## src/rtl/icache.sv

```systemverilog
// Direct-mapped, read-only instruction cache with one-word frames.
// A miss triggers a single-word fill from the memory controller. Hit and fill events are counted.
module icache #(
  parameter int FRAMES = 16
) (
  input  logic        CLK,
  input  logic        RST,
  input  logic        imemREN,
  input  logic [31:0] imemaddr,
  output logic        ihit,
  output logic [31:0] imemload,
  output logic        iREN,
  output logic [31:0] iaddr,
  input  logic        iwait,
  input  logic [31:0] iload,
  output logic [31:0] hit_count,
  output logic [31:0] miss_count
);

  localparam int IDX  = $clog2(FRAMES);
  localparam int TAGW = 30 - IDX;

  typedef enum logic {IDLE, FETCH} state_t;

  state_t            state_q, state_d;
  logic [29:0]       fill_addr_q, fill_addr_d;
  logic [31:0]       hit_count_q, hit_count_d;
  logic [31:0]       miss_count_q, miss_count_d;
  logic [FRAMES-1:0] valid_q;
  logic [TAGW-1:0]   tag_q  [FRAMES];
  logic [31:0]       data_q [FRAMES];

  logic [IDX-1:0]    req_idx, fill_idx;
  logic [TAGW-1:0]   req_tag, fill_tag;
  logic              lookup_hit;
  logic              fill_done;
  logic              unused_addr_bits;

  // The byte offset within a word plays no part in the lookup.
  assign unused_addr_bits = ^imemaddr[1:0];

  assign req_idx  = imemaddr[IDX+1:2];
  assign req_tag  = imemaddr[31:IDX+2];
  assign fill_idx = fill_addr_q[IDX-1:0];
  assign fill_tag = fill_addr_q[29:IDX];

  assign lookup_hit = valid_q[req_idx] && (tag_q[req_idx] == req_tag);

  // Frame storage. Only the valid bits need a reset because tag and data are ignored while invalid.
  for (genvar gi = 0; gi < FRAMES; gi++) begin : g_frame
    logic frame_we;
    assign frame_we = fill_done && (fill_idx == IDX'(gi));

    always_ff @(posedge CLK) begin
      if (RST) begin
        valid_q[gi] <= 1'b0;
      end else if (frame_we) begin
        valid_q[gi] <= 1'b1;
      end
    end

    always_ff @(posedge CLK) begin
      if (frame_we) begin
        tag_q[gi]  <= fill_tag;
        data_q[gi] <= iload;
      end
    end
  end

  always_ff @(posedge CLK) begin
    if (RST) begin
      state_q      <= IDLE;
      fill_addr_q  <= '0;
      hit_count_q  <= '0;
      miss_count_q <= '0;
    end else begin
      state_q      <= state_d;
      fill_addr_q  <= fill_addr_d;
      hit_count_q  <= hit_count_d;
      miss_count_q <= miss_count_d;
    end
  end

  always_comb begin
    state_d     = state_q;
    fill_addr_d = fill_addr_q;
    case (state_q)
      IDLE: begin
        if (imemREN && !lookup_hit) begin
          state_d     = FETCH;
          fill_addr_d = imemaddr[31:2];
        end
      end
      FETCH: begin
        if (!iwait) begin
          state_d = IDLE;
        end
      end
      default: state_d = IDLE;
    endcase
  end

  always_comb begin
    ihit      = 1'b0;
    imemload  = '0;
    iREN      = 1'b0;
    iaddr     = '0;
    fill_done = 1'b0;
    case (state_q)
      IDLE: begin
        ihit = imemREN && lookup_hit;
        if (ihit) begin
          imemload = data_q[req_idx];
        end
      end
      FETCH: begin
        iREN      = 1'b1;
        iaddr     = {fill_addr_q, 2'b00};
        fill_done = !iwait;
      end
      default: ;
    endcase
  end

  always_comb begin
    hit_count_d  = hit_count_q + 32'(ihit);
    miss_count_d = miss_count_q + 32'(fill_done);
  end

  assign hit_count  = hit_count_q;
  assign miss_count = miss_count_q;

endmodule

```

## config.mk

```make
export PLATFORM = sky130hd
export DESIGN_NAME = icache
export DESIGN_NICKNAME = d
export VERILOG_FILES = /design/src/rtl/icache.sv
export SDC_FILE = /design/constraint.sdc
export NUM_CORES = 1
export LEC_CHECK = 0
export ABC_AREA = 0
export CAP_MARGIN = 20
export CELL_PAD_IN_SITES_DETAIL_PLACEMENT = 1
export CELL_PAD_IN_SITES_GLOBAL_PLACEMENT = 2
export CORE_AREA = 4 4 475 360
export DETAILED_ROUTE_END_ITERATION = 12
export DIE_AREA = 0 0 479 364
export GPL_TIMING_DRIVEN = 0
export PLACE_DENSITY = 0.46
export SLEW_MARGIN = 40
export SYNTH_ARGS = -nofsm -noshare
export SYNTH_HDL_FRONTEND = slang
export SYNTH_SLANG_ARGS = --single-unit
```

## constraint.sdc

```tcl
create_clock -name CLK -period 9.2 [get_ports CLK]
set_input_delay 1.84 -clock CLK [delete_from_list [all_inputs] [get_ports CLK]]
set_output_delay 1.84 -clock CLK [all_outputs]
set_load 0.02 [all_outputs]
```

==> impl_results.md <==
* Placement Setup Slack at -387.2 ps
* Final setup fails at 0
* Detail Route Antenna Nets at 0
* Worst Hold Class: flip-flop to flip-flop
* Peak supply drop at 0.1433 mV
* Comb power frac at 0.057
* Gr ovfl total at 0
* Share of cells above drive strength 1 at 0.2414
* DRC at 0
* Mapped cell area at 41340 sq um
* Drt wl/cell at 27.81 microns
* Top-level I/O count at 198
* CP peak stage delay at 680 ps
* Sum of buffers and inverters on the critical path at 8
* Die Area at 174400 sq um
* Leak at 16.73 nW
* Initial DRC Count at 1994
* Main flop type after synthesis: edfxtp_1
* Sequential area share after synthesis at 0.7278
* Cell count after placement at 4814
* Initial Util at 0.2485
* Drt pass-1 iters at 5
* Gp weighted congestion at 0.7565
* Die Wd at 479 microns
* Clock skew at 45.62 ps
* Slowest library cell on the worst path: clkdlybuf4s50_1
* Max Fclk at 111.1 MHz
* Filler cell count at 16830
* HPWL Detailed at 100900 microns
* Max-Cap Viols at 0
* Post-synth EDFFs at 928
* Worst-skew pair later-pin latency at 740 ps
* Synth unique cells at 56
* Critical path type: primary input to output pin
* Row count at 130
* Slew Viols, Final at 0
* Hold_ws at 475.7 ps
* Cell Int Power at 8.043 mW
* Layout Utilization at 0.3136
* Final Hold Viols at 0
* Clock Tree Buf Depth at 3
* First-pass GRT wire length at 194700 microns
* Core ar. at 166400 sq um
* Syn Inst Count at 2231
* TritonCTS clock tree: yes
* Crit path cell chain: clkdlybuf4s50_1 -> buf_2 -> buf_2 -> buf_4 -> mux4_2 -> mux2i_1 -> mux2i_1 -> xnor2_1 -> nand3_1 -> nor3_4 -> nand4_1 -> buf_4 -> buf_6 -> buf_2 -> nor2b_1 -> clkdlybuf4s50_1
* Gr usage total at 0.1582
* CP arrival at 7160 ps
* Fraction of registers with async set/reset at 0
* Yosys reg bits at 1039
* Clock power frac at 0.435
* Gates resized, CTS repair at 8
* Final Non-Filler Cells at 5030
* Die height at 364 microns
* Number of global-route vias before repair at 24600
* Clock-pin slew on the worst setup and hold paths at 60 ps
* Area Overhead vs Synth at 26.19%
* Crit path max-delay family: buffers and inverters
* Post-CTS setup buffer count at 0
* Total wire length at 139900 microns
* Final worst path period need at 9002 ps
* Cts hold-fix bufs at 0
* Flop pwr share at 0.508
* CTS Buf Count at 114
* Worst-margin pin slew at 873.9 ps
* CTS Sinks at 1039
* Most common cell after layout, fill and taps aside: edfxtp_1
* Avg Cell Area, Syn at 18.53 sq um
* Worst-path fanout max at 10
* Most frequent cells in the layout: edfxtp_1, mux4_2, clkdlybuf4s50_1
* H-tree Lvls at 3
* Pwr dens at 199.3 nW/um^2
* IO Port Bufs at 190
* Post-route setup TNS at 0 ps
* Crit path capture type: output pin
* Period Utilization, post-route at 0.9785
* NumNets Final at 2758
* Switch share at 0.2265
* Initial antenna violation count at 14
* Syn. warnings at 0
* Worst slew margin at 0.4174
* CP most frequent cell: buf_2
* CTS root buf: clkbuf_16
* Via density at 4.584
* Unrepaired setup endpoints after global routing: no
* Final Worst Setup Slack at 198.0 ps
* Outcome: completed
* Via count at 23060
* Worst EP required at 7360 ps
* Critical Path Start Type: primary input
* Switch Pwr at 2.355 mW
* Largest net degree at the start of global routing at 19
[tightest hold or removal path, stage by stage (launching register included)]
cell and delay, ps:
dfxtp_1 330, nor2_1 50, nor2_1 70
[through the flow]
stage,instance area (sq um),power [mW]
3_5_place_dp,48430,5.988
3_3_place_gp,46060,5.958
2_1_floorplan,41350,5.667
5_1_grt,52160,10.80
4_1_cts,52140,10.56
6_report,52170,10.40
[routing by layer]
| layer | up-vias | global-route usage | part of all wire |
|---|---|---|---|
| met5 | - | 0 | 0 |
| met4 | 0 | 0.03686 | 0.023 |
| met3 | 173 | 0.02384 | 0.041 |
| met2 | 510 | 0.2602 | 0.48 |
| met1 | 12490 | 0.2211 | 0.46 |
| li1 | 9888 | - | - |
[Yosys cell counts (all sizes together) (2+ instances only)]
cell	number	area share
a2111oi	2	0.00057
a21oi	21	0.0025
a221oi	11	0.0023
a22oi	18	0.0033
and2	33	0.0050
and3	16	0.0024
and4	6	0.0013
buf	57	0.0078
clkbuf	69	0.0063
dfxtp	111	0.054
edfxtp	928	0.67
ha	4	0.0012
inv	8	0.00073
mux2	29	0.0079
mux2i	72	0.017
mux4	234	0.13
nand2	70	0.0064
nand2b	41	0.0062
nand3	29	0.0035
nand4	71	0.011
nor2	112	0.010
nor2b	72	0.011
nor3	9	0.0012
nor3b	31	0.0056
nor4	2	0.00030
o211ai	2	0.00036
o21ai	46	0.0056
o22ai	17	0.0026
or3	17	0.0026
xnor2	36	0.0076
xor2	38	0.0080
[cell families (layout without fill, tap and decap cells)]
logic type / count (synthesis) / after routing / synth area share
simple gates: 517 / 517 / 0.06830
buf+inv: 134 / 682 / 0.01480
xor+xnor: 74 / 74 / 0.01568
flops: 1039 / 1039 / 0.7278
mux: 335 / 335 / 0.1528
fa+ha+maj: 4 / 4 / 0.001211
other cells: 1 / 8 / 0.00009070
compound gates: 127 / 127 / 0.01937
[flip-flops by register name (all words and copies together), names as in the netlist]
name         flops
fill_addr_q     30
data_q         512
miss_count      32
state_q          1
hit_count       32
tag_q          416
valid_q         16
[worst paths after layout]
kind | endpoint | slack (ps) | startpoint | depth (start not counted)
worst max-delay path | imemload[30] | 200 | imemaddr[4] | 16
worst min-delay path | valid_q[9]$_SDFFE_PP0P_ | 480 | valid_q[9]$_SDFFE_PP0P_ | 2
worst max register to register | hit_count[31]$_SDFF_PP0_ | 3350 | tag_q[15][11]$_DFFE_PP_ | 19
worst min register to register | valid_q[9]$_SDFFE_PP0P_ | 480 | valid_q[9]$_SDFFE_PP0P_ | 2
[power groups by stage]
stage,Sequential (mW),Combinational [mW],Clock (mW)
2_1_floorplan,5.35,0.319,0
3_3_place_gp,5.38,0.574,0
3_5_place_dp,5.38,0.605,0
4_1_cts,5.28,0.609,4.67
5_1_grt,5.29,0.639,4.87
6_report,5.28,0.596,4.52
[cell type report]
cell class                 count  area, sq um  share of cell area
sequential                  1039        30090              0.5767
multi-input combinational   1059        10770              0.2065
timing repair buffer         338         4124             0.07904
clock buffer                 154         3064             0.05873
tap                         2244         2808             0.05381
buffer                       126        643.1             0.01233
clock inverter                56        625.6             0.01199
inverter                       8        30.03           0.0005756
antenna                        6        15.01           0.0002878
No activity file was read; power rests on OpenSTA's default activity.
